[src/rtl/tdm_demux_if.sv]
// Bus bundle for the TDM demultiplexer: serial word input side plus the published
// parallel frame, alignment status and error outputs.
interface tdm_demux_if #(
    parameter int NUM_CH = 4,
    parameter int WIDTH  = 8
);
    localparam int CW = $clog2(NUM_CH);

    logic                    din_valid;
    logic [WIDTH-1:0]        din;
    logic                    frame_sync;
    logic [NUM_CH*WIDTH-1:0] ch_data;
    logic                    frame_valid;
    logic                    locked;
    logic [CW-1:0]           slot;
    logic                    sync_err;

    modport master (
        output din_valid, din, frame_sync,
        input  ch_data, frame_valid, locked, slot, sync_err
    );

    modport slave (
        input  din_valid, din, frame_sync,
        output ch_data, frame_valid, locked, slot, sync_err
    );
endinterface

[src/rtl/tdm_demux.sv]
// Receive side of a sample-interleaved TDM link: hunts for slot-0 alignment, stages
// each valid word by slot and publishes a full frame atomically on ch_data.
module tdm_demux #(
    parameter int NUM_CH = 4,
    parameter int WIDTH  = 8
) (
    input  logic        clk,
    input  logic        rst_n,
    tdm_demux_if.slave  bus
);
    localparam int          CW   = $clog2(NUM_CH);
    localparam logic [CW-1:0] LAST = CW'(NUM_CH - 1);

    typedef enum logic {HUNT, RUN} state_t;

    state_t                  state_q, state_d;
    logic [CW-1:0]           slot_q, slot_d;
    logic [WIDTH-1:0]        stage_q [NUM_CH];
    logic [WIDTH-1:0]        stage_d [NUM_CH];
    logic [NUM_CH*WIDTH-1:0] ch_data_q, ch_data_d;
    logic                    frame_valid_q, frame_valid_d;
    logic                    sync_err_q, sync_err_d;

    always_comb begin
        state_d       = state_q;
        slot_d        = slot_q;
        stage_d       = stage_q;
        ch_data_d     = ch_data_q;
        frame_valid_d = 1'b0;
        sync_err_d    = 1'b0;

        if (bus.din_valid) begin
            case (state_q)
                HUNT: begin
                    if (bus.frame_sync) begin
                        stage_d[0] = bus.din;
                        slot_d     = CW'(1);
                        state_d    = RUN;
                    end
                end
                default: begin
                    if (slot_q == '0) begin
                        if (bus.frame_sync) begin
                            stage_d[0] = bus.din;
                            slot_d     = CW'(1);
                        end else begin
                            sync_err_d = 1'b1;
                            state_d    = HUNT;
                            slot_d     = '0;
                        end
                    end else if (bus.frame_sync) begin
                        // Early sync restarts the frame on this word; the partial frame is dropped.
                        sync_err_d = 1'b1;
                        stage_d[0] = bus.din;
                        slot_d     = CW'(1);
                    end else if (slot_q == LAST) begin
                        stage_d[slot_q] = bus.din;
                        for (int k = 0; k < NUM_CH - 1; k++) begin
                            ch_data_d[k*WIDTH +: WIDTH] = stage_q[k];
                        end
                        ch_data_d[(NUM_CH-1)*WIDTH +: WIDTH] = bus.din;
                        frame_valid_d = 1'b1;
                        slot_d        = '0;
                    end else begin
                        stage_d[slot_q] = bus.din;
                        slot_d          = slot_q + CW'(1);
                    end
                end
            endcase
        end
    end

    always_ff @(posedge clk) begin
        if (!rst_n) begin
            state_q       <= HUNT;
            slot_q        <= '0;
            ch_data_q     <= '0;
            frame_valid_q <= 1'b0;
            sync_err_q    <= 1'b0;
            for (int k = 0; k < NUM_CH; k++) begin
                stage_q[k] <= '0;
            end
        end else begin
            state_q       <= state_d;
            slot_q        <= slot_d;
            ch_data_q     <= ch_data_d;
            frame_valid_q <= frame_valid_d;
            sync_err_q    <= sync_err_d;
            stage_q       <= stage_d;
        end
    end

    assign bus.ch_data     = ch_data_q;
    assign bus.frame_valid = frame_valid_q;
    assign bus.locked      = (state_q == RUN);
    assign bus.slot        = slot_q;
    assign bus.sync_err    = sync_err_q;
endmodule

[src/flat_wrapper.sv]
// flat-port wrapper written by rule: the top's interface ports become plain ports
module tdm_demux_flat 
#(
    parameter int NUM_CH = 4,
    parameter int WIDTH  = 8
)
  (clk, rst_n, bus_din_valid, bus_din, bus_frame_sync, bus_ch_data, bus_frame_valid, bus_locked, bus_slot, bus_sync_err);
  tdm_demux_if #(.NUM_CH(NUM_CH), .WIDTH(WIDTH)) bus_i ();
  input  logic clk;
  input  logic rst_n;
  input wire logic [$bits(bus_i.din_valid)-1:0] bus_din_valid;
  input wire logic [$bits(bus_i.din)-1:0] bus_din;
  input wire logic [$bits(bus_i.frame_sync)-1:0] bus_frame_sync;
  output wire logic [$bits(bus_i.ch_data)-1:0] bus_ch_data;
  output wire logic [$bits(bus_i.frame_valid)-1:0] bus_frame_valid;
  output wire logic [$bits(bus_i.locked)-1:0] bus_locked;
  output wire logic [$bits(bus_i.slot)-1:0] bus_slot;
  output wire logic [$bits(bus_i.sync_err)-1:0] bus_sync_err;
  assign bus_i.din_valid = bus_din_valid;
  assign bus_i.din = bus_din;
  assign bus_i.frame_sync = bus_frame_sync;
  assign bus_ch_data = bus_i.ch_data;
  assign bus_frame_valid = bus_i.frame_valid;
  assign bus_locked = bus_i.locked;
  assign bus_slot = bus_i.slot;
  assign bus_sync_err = bus_i.sync_err;
  tdm_demux #(.NUM_CH(NUM_CH), .WIDTH(WIDTH)) u_core (.clk(clk), .rst_n(rst_n), .bus(bus_i));
endmodule
[config.mk]
export PLATFORM = sky130hd
export DESIGN_NAME = tdm_demux_flat
export DESIGN_NICKNAME = d
export VERILOG_FILES = /design/src/rtl/tdm_demux_if.sv /design/src/rtl/tdm_demux.sv /design/src/flat_wrapper.sv
export SDC_FILE = /design/constraint.sdc
export NUM_CORES = 1
export LEC_CHECK = 0
export ABC_CLOCK_PERIOD_IN_PS = 1700
export CAP_MARGIN = 20
export CORE_UTILIZATION = 50
export DETAILED_ROUTE_END_ITERATION = 7
export PLACE_DENSITY = 0.79
export SLEW_MARGIN = 0
export SYNTH_ARGS = -nofsm -noshare
export SYNTH_HDL_FRONTEND = slang
export SYNTH_SLANG_ARGS = --single-unit
[constraint.sdc]
create_clock -name clk -period 1.7 [get_ports clk]
set_input_delay 0.17 -clock clk [delete_from_list [all_inputs] [get_ports clk]]
set_output_delay 0.17 -clock clk [all_outputs]
set_load 0.02 [all_outputs]
# After elaboration in Yosys (flattened, before gate mapping)

Index checks and enable logic that the tools add are counted.

$add $sub $neg: 1
Bitwise logic cells: 6
Reductions and logical operators: 8
Order comparisons: 2
Equality and inequality tests: 1
Mux-type cells: 19

Operator list:

| cell                                                                  | number |
|---|---|
| 8-bit 2-to-1 mux                                                      | 5 |
| 32-bit bitwise mux                                                    | 1 |
| 8-bit demux with 2-bit select                                         | 1 |
| 2-bit 2-to-1 mux                                                      | 5 |
| 1-bit 2-to-1 mux                                                      | 7 |
| 1-bit inverter                                                        | 5 |
| 5-bit AND reduction                                                   | 1 |
| 5-bit OR reduction                                                    | 1 |
| 4-bit AND reduction                                                   | 1 |
| 3-bit >= comparator (second input constant)                           | 1 |
| 3-bit by 1-bit < comparator with 1-bit output (second input constant) | 1 |
| 2-bit inverter with 3-bit output                                      | 1 |
| 3-bit AND reduction                                                   | 1 |
| 2-bit by 1-bit adder with 2-bit output (second input constant)        | 1 |
| 2-bit equality test (second input constant)                           | 1 |
| 2-bit logical NOT                                                     | 1 |
| 2-bit AND reduction                                                   | 1 |
| 2-bit nonzero test                                                    | 1 |
| 1-bit logical AND                                                     | 1 |

Register bits after elaboration: 69
Output and inout bits: 37

# Logic depth before layout (Yosys ltp)

Gate-level depths: netlist (run 1).

Depth after elaboration: 9
Gate-level depth with buffers: 6

# Worst setup path before layout (run 1)

Ideal clock, no wire load.

Kind: register to register
Start: reg u_core.slot_q[0] (netlist: u_core.bus.slot[0])
End: reg u_core.ch_data_q[24] (netlist: u_core.bus.ch_data[24])
Data required time: 1.580 ns
Stages on the path, launching flop included: 7
Clock period less this slack: 1.688 ns
Setup slack: 0.012 ns
Arrival time: 1.568 ns
Path buffers: 1
Library setup time: 0.120 ns
Cell sequence: dfxtp_1 > inv_1 > ha_1 > and4bb_2 > nand2_4 > buf_6 > mux2i_1

Longest elaborated chain between the ends: 3

RTL lines:

| item                                     | line            | source |
|---|---|---|
| start, declared                          | tdm_demux.sv:17 | `logic [CW-1:0] slot_q, slot_d;` |
| start signal, assigned                   | tdm_demux.sv:85 | `slot_q <= slot_d;` |
| 2-bit logical NOT                        | tdm_demux.sv:42 | `if (slot_q == '0) begin` |
| 1-bit inverter (no source line)          | --              |  |
| 5-bit AND reduction (no source line) (*) | --              |  |
| end signal, assigned                     | tdm_demux.sv:86 | `ch_data_q <= ch_data_d;` |
| end, declared                            | tdm_demux.sv:20 | `logic [NUM_CH*WIDTH-1:0] ch_data_q, ch_data_d;` |

Mark *: on every way between the ends. The rest lies on a longest branch, timed or not.
A chain may end at the register's enable or synchronous reset.

# Worst setup path in the final report (run 1)

Start: reg u_core.slot_q[0] (netlist: u_core.bus.slot[0])
End: reg u_core.ch_data_q[29] (netlist: u_core.bus.ch_data[29])

Same word-level chain as after synthesis.

==> impl_metrics.json, run 1 <==
{
  "status": "finished clean",
  "drive_gt1_frac": 0.09574,
  "crit_chain": "inv_1, ha_1, and4bb_2, nand2_4, buf_12, mux2i_1",
  "hold_violations": 0,
  "relSlewSlack": 0.8111,
  "clock-sinks": 61,
  "slew_violations": 0,
  "yosys_warnings": 0,
  "first_iter_violations": 100,
  "p_per_area_nw_per_um2": 898.3,
  "finClkSkew_ns": 0.006414,
  "cp-end-kind": "register",
  "antenna_found_initial": 0,
  "crit_arrival_ns": 1.76,
  "r2r_end": "u_core.bus.ch_data[29]",
  "antennaDiodeCount": 0,
  "cts_tree": "built",
  "post-route-cell-area_um2": 3057,
  "whs_path_depth": 4,
  "die_w_um": 69.93,
  "max_freq_mhz": 637.2,
  "grt_pass1_wl_um": 7665,
  "grtUsageTotal": 0.2004,
  "final_nets": 295,
  "slowest_delay_ns": 0.37,
  "ys_seq_area_frac": 0.5293,
  "grt_remaining_overflow": 0,
  "p_leak_nw": 1.463,
  "synth_nets": 239,
  "dp.cells": 319,
  "whs_endpoint": "u_core.bus.ch_data[7]",
  "avgViaCountPerCell": 4.976,
  "min_path_type": "in -> reg",
  "path_clk_slew_ns": 0.06,
  "num_io_pins": 49,
  "worstSetupStartpointType": "register",
  "r2r_slack_ns": 0.13,
  "synthMuxAreaShare": 0.2430,
  "dr.pass1.iters": 4,
  "rsz0062_at_grt": "no",
  "syn_area_um2": 2307,
  "drv_cap": 0,
  "min_from": "rst_n",
  "ys_seq_elements": 61,
  "cts_repair_resize_count": 0,
  "cts_made_buffers": 9,
  "rows": 24,
  "die-area_um2": 4890,
  "synth_top_family_by_area": "multiplexers",
  "coreArea_um2": 4384,
  "critPathLaunch": "u_core.bus.slot[0]",
  "crit_slowest_cell": "and4bb_2",
  "synth-compound-area-share": 0.02061,
  "die_y_um": 69.93,
  "dpl.hpwl_um": 2825,
  "irDropWorstVdd_uv": 648.3,
  "synth_xor_area_frac": 0.003796,
  "gp_congestion": 0.7239,
  "post_cts_buffers": 0,
  "yosys.area_share.simple": 0.1426,
  "path_buf_inv": 2,
  "fin_crit_sh": 0.9232,
  "cts_root_buffer": "clkbuf_8",
  "reg2reg_depth": 6,
  "postSynthAreaPerCell_um2": 10.39,
  "htree_num_levels": 3,
  "num_vias": 1662,
  "wire_per_inst_um": 13.11,
  "clkLatencyLatePin_ns": 0.32,
  "crit_family": "simple AND/OR/NAND/NOR gates",
  "grt_pass1_vias": 1612,
  "critical_path_class": "reg -> reg",
  "synth_cell_types": 21,
  "finalSetupViolCount": 0,
  "holdWs_ns": 0.3521,
  "grt_max_degree": 70,
  "period_needed_ns": 1.569,
  "crit_required_ns": 1.89,
  "initial_utilization": 0.5263,
  "worst_pin_slew_ns": 0.2824,
  "synthAdderAreaFrac": 0.02711,
  "rr_startpoint": "u_core.bus.slot[0]",
  "postPlaceCellArea_um2": 2879,
  "fin_tns_setup_ns": 0,
  "fin_cells": 334,
  "drc_errors": 0,
  "cp_max_fo": 20,
  "power.total_mw": 2.746,
  "clk_path_buf_depth": 2,
  "port_buffers": 48,
  "syn_inst": 222,
  "antenna_left": 0,
  "totalWireLength_um": 4379,
  "ctsHoldBuffers": 0,
  "area_growth_pct": 32.48
}
-- routing by layer --
metal / GRT usage / wire, um / part of all wire / vias up
li1: - / - / - / 855
met1: 0.2728 / 2236 / 0.51 / 758
met2: 0.2959 / 1880 / 0.43 / 44
met3: 0.05916 / 219 / 0.050 / 5
met4: 0.08444 / 43 / 0.0098 / 0
met5: 0 / 0 / 0 / -
-- sequential cells by signal, summed over array words and instances, names as in the netlist --
| signal | flops |
|---|---|
| u_core.stage_q | 24 |
| u_core.bus.frame_valid | 1 |
| u_core.bus.slot | 2 |
| u_core.bus.ch_data | 32 |
| u_core.bus.locked | 1 |
| u_core.bus.sync_err | 1 |
-- through the flow --
stage | setup slack, ns | util
2_1_floorplan | 0.01246 | -
3_3_place_gp | 0.1067 | 0.6567
3_5_place_dp | 0.08499 | 0.6567
4_1_cts | 0.1259 | 0.6972
5_1_grt | 0.01743 | 0.6972
6_report | 0.1306 | 0.6972
-- tightest hold or removal path, stage by stage --
cell and delay [ns]:
buf_2 0.11, buf_12 0.18, nand2_1 0.09, mux2i_1 0.05
-- cells in the final DEF, fill, tap and decap left out, types with 2 or more instances in the layout --
master            n
buf_12            3
nand2_1          70
buf_4             5
ha_1              5
a21boi_0          2
inv_1             3
clkbuf_1          2
mux2i_1          56
o21ai_0           2
nand2_2           2
clkdlybuf4s50_1  47
clkbuf_8         12
dfxtp_1          61
-- how the worst max path moves through the flow --
stage,to,slack [ns],depth (start not counted)
final,u_core.bus.ch_data[29],0.13,6
after global routing,u_core.bus.ch_data[14],0.02,6
after global placement,u_core.bus.ch_data[30],0.11,5
after CTS,u_core.bus.ch_data[15],0.13,6
after floorplan,u_core.bus.ch_data[24],0.01,6
after detailed placement,u_core.bus.ch_data[14],0.08,5
-- final cells by class --
| type | count | area [um2] |
|---|---|---|
| inverters | 3 | 11.26 |
| fillers | 345 | 1328 |
| repair buffers | 56 | 573.1 |
| clock inverters | 1 | 5.005 |
| well taps | 52 | 65.06 |
| flip-flops and latches | 61 | 1221 |
| clock buffers | 14 | 172.7 |
| multi-input cells | 147 | 1008 |
-- cells in the mapped netlist, drive strengths merged --
library cell   n  area share
o21ai          3      0.0081
a221oi         1      0.0038
a21boi         2      0.0065
xnor2          1      0.0038
mux2i         56        0.24
dfxtp         61        0.53
clkbuf         6      0.0098
nand2b         1      0.0027
a21oi          1      0.0022
ha             5       0.027
buf            5       0.019
inv            3      0.0049
nor3b          1      0.0033
or4b           1      0.0043
nand2         73        0.12
nor4           1      0.0027
and4bb         1      0.0054
-- kinds of logic (layout without fill, tap and decap cells) --
group	count (synthesis)	in the layout
compound gates	7	7
xor+xnor	1	1
fa+ha+maj	5	5
buf+inv	14	74
flops	61	61
mux	56	56
simple gates	78	78
-- power breakdown --
| group | internal (mW) | total (mW) | switching [mW] |
|---|---|---|---|
| Sequential | 1.44 | 1.45 | 0.00518 |
| Clock | 0.640 | 1.14 | 0.505 |
| Combinational | 0.0689 | 0.152 | 0.0828 |
| Total | 2.15 | 2.75 | 0.593 |
Note: power is estimated with default switching activity, not from simulation.
==> inputs of run 2 (changes only) <==
- CORE_MARGIN: default -> 2
==> impl_metrics.json, run 2 (synthesis results as in run 1) <==
{
  "dr.pass1.iters": 4,
  "cp_max_fo": 26,
  "final_nets": 300,
  "fin_tns_setup_ns": 0,
  "first_iter_violations": 70,
  "layout_common_cells": "nand2_1 (70), dfxtp_1 (61), mux2i_1 (56)",
  "crit_slowest_cell": "and4bb_2",
  "num_io_pins": 49,
  "coreArea_um2": 4414,
  "clk_path_buf_depth": 2,
  "slowest_delay_ns": 0.39,
  "area_growth_pct": 34.82,
  "drv_cap": 0,
  "cts_tree": "built",
  "p_per_area_nw_per_um2": 949.2,
  "p_leak_nw": 1.497,
  "grt_pass1_vias": 1645,
  "cts_repair_resize_count": 0,
  "n_fill_cell": 342,
  "largest_reg_flops": 32,
  "num_vias": 1712,
  "critical_path_class": "reg -> reg",
  "grt_max_degree": 27,
  "die-area_um2": 5174,
  "dpl.hpwl_um": 3119,
  "min_from": "rst_n",
  "rr_startpoint": "u_core.bus.slot[1]",
  "status": "finished clean",
  "port_buffers": 48,
  "drive_gt1_frac": 0.1146,
  "initial_utilization": 0.5227,
  "avgViaCountPerCell": 5.035,
  "ctsHoldBuffers": 0,
  "slew_violations": 0,
  "setup_ws_ns": 0.1283,
  "period_needed_ns": 1.572,
  "postPlaceCellArea_um2": 2904,
  "gp_congestion": 0.8125,
  "dp_slack_ns": 0.1258,
  "multi_input_area_um2": 1008,
  "die_w_um": 71.93,
  "power.total_mw": 2.953,
  "holdWs_ns": 0.2460,
  "antennaDiodeCount": 0,
  "finalSetupViolCount": 0,
  "crit_required_ns": 1.91,
  "cts_root_buffer": "clkbuf_8",
  "hold_violations": 0,
  "min_path_type": "in -> reg",
  "htree_num_levels": 3,
  "clock-sinks": 61,
  "wire_per_inst_um": 13.44,
  "crit_arrival_ns": 1.78,
  "antenna_left": 0,
  "clkLatencyLatePin_ns": 0.33,
  "finClkSkew_ns": 0.005219,
  "path_clk_slew_ns": 0.07,
  "grtUsageTotal": 0.1981,
  "irDropWorstVdd_uv": 719.1,
  "worstSetupStartpointType": "register",
  "die_y_um": 71.93,
  "rsz0062_at_grt": "no",
  "crit_chain": "inv_1, ha_1, and4bb_2, nand2_4, buf_12, mux2i_1",
  "totalWireLength_um": 4569,
  "post-route-cell-area_um2": 3110,
  "cp-end-kind": "register",
  "grt_pass1_wl_um": 7769,
  "register_area_um2": 1221,
  "antenna_found_initial": 0,
  "grt_remaining_overflow": 0,
  "worst_pin_slew_ns": 0.3047,
  "drc_errors": 0,
  "post_cts_buffers": 0,
  "fin_crit_sh": 0.9245,
  "final_common_cell": "nand2_1",
  "relSlewSlack": 0.7968,
  "critPathLaunch": "u_core.bus.slot[1]",
  "rows": 24,
  "max_freq_mhz": 636.3,
  "cts_made_buffers": 9
}
-- run 2: cell types whose count changed in the layout (fill, tap and decap cells not counted), sizes merged --
cell,change
buf,+5
clkbuf,-3
bufinv,+2
clkinv,+2
-- run 2: through the flow --
step,cells,utilization
finish,340,0.7046
global route,340,0.7046
CTS,340,0.7046
detailed placement,324,0.6579
global placement,324,0.6579
floorplan,222,-
-- run 2: area by class of cell --
| class | count | area share |
|---|---|---|
| clock inverter | 5 | 0.02414 |
| sequential | 61 | 0.3926 |
| multi-input combinational | 147 | 0.3242 |
| timing repair buffer | 61 | 0.1923 |
| clock buffer | 11 | 0.04224 |
| inverter | 3 | 0.003620 |
| tap | 52 | 0.02092 |
-- run 2: layer usage --
metal  up-vias  share of wire  routed length, um  track usage
li1        859              -                  -            -
met1       797           0.49               2219       0.2642
met2        48           0.43               1987       0.2942
met3         8          0.057                259      0.05694
met4         0          0.022                102       0.1006
met5         -              0                  0            0
-- run 2: where the power goes --
group | internal, mW | leakage (nW) | total (mW) | switching [mW]
combinational | 0.0735 | 0.897 | 0.158 | 0.0843
clock | 0.819 | 0.107 | 1.35 | 0.527
sequential | 1.44 | 0.493 | 1.45 | 0.00526
total | 2.34 | 1.50 | 2.95 | 0.617
-- run 2: worst paths after layout --
kind	endpoint	slack [ns]	cells after the start
max	u_core.bus.ch_data[29]	0.13	6
min reg2reg	u_core.bus.ch_data[12]	0.46	2
min	u_core.bus.ch_data[6]	0.25	3
max reg2reg	u_core.bus.ch_data[29]	0.13	6
-- run 2: critical path: cells and delay by family, from the launching register on --
| kind | cells | cell delay [ns] |
|---|---|---|
| flip-flops | 1 | 0.33 |
| multiplexers | 1 | 0.14 |
| adder cells (fa/ha/maj) | 1 | 0.23 |
| AND/OR/NAND/NOR | 2 | 0.47 |
| buffers and inverters | 2 | 0.25 |
==> inputs of run 3 (changes only) <==
- GPL_ROUTABILITY_DRIVEN: default -> 0
==> results of run 3 <==
Same layout as run 2: the final DEF is identical, and so are final timing and power.
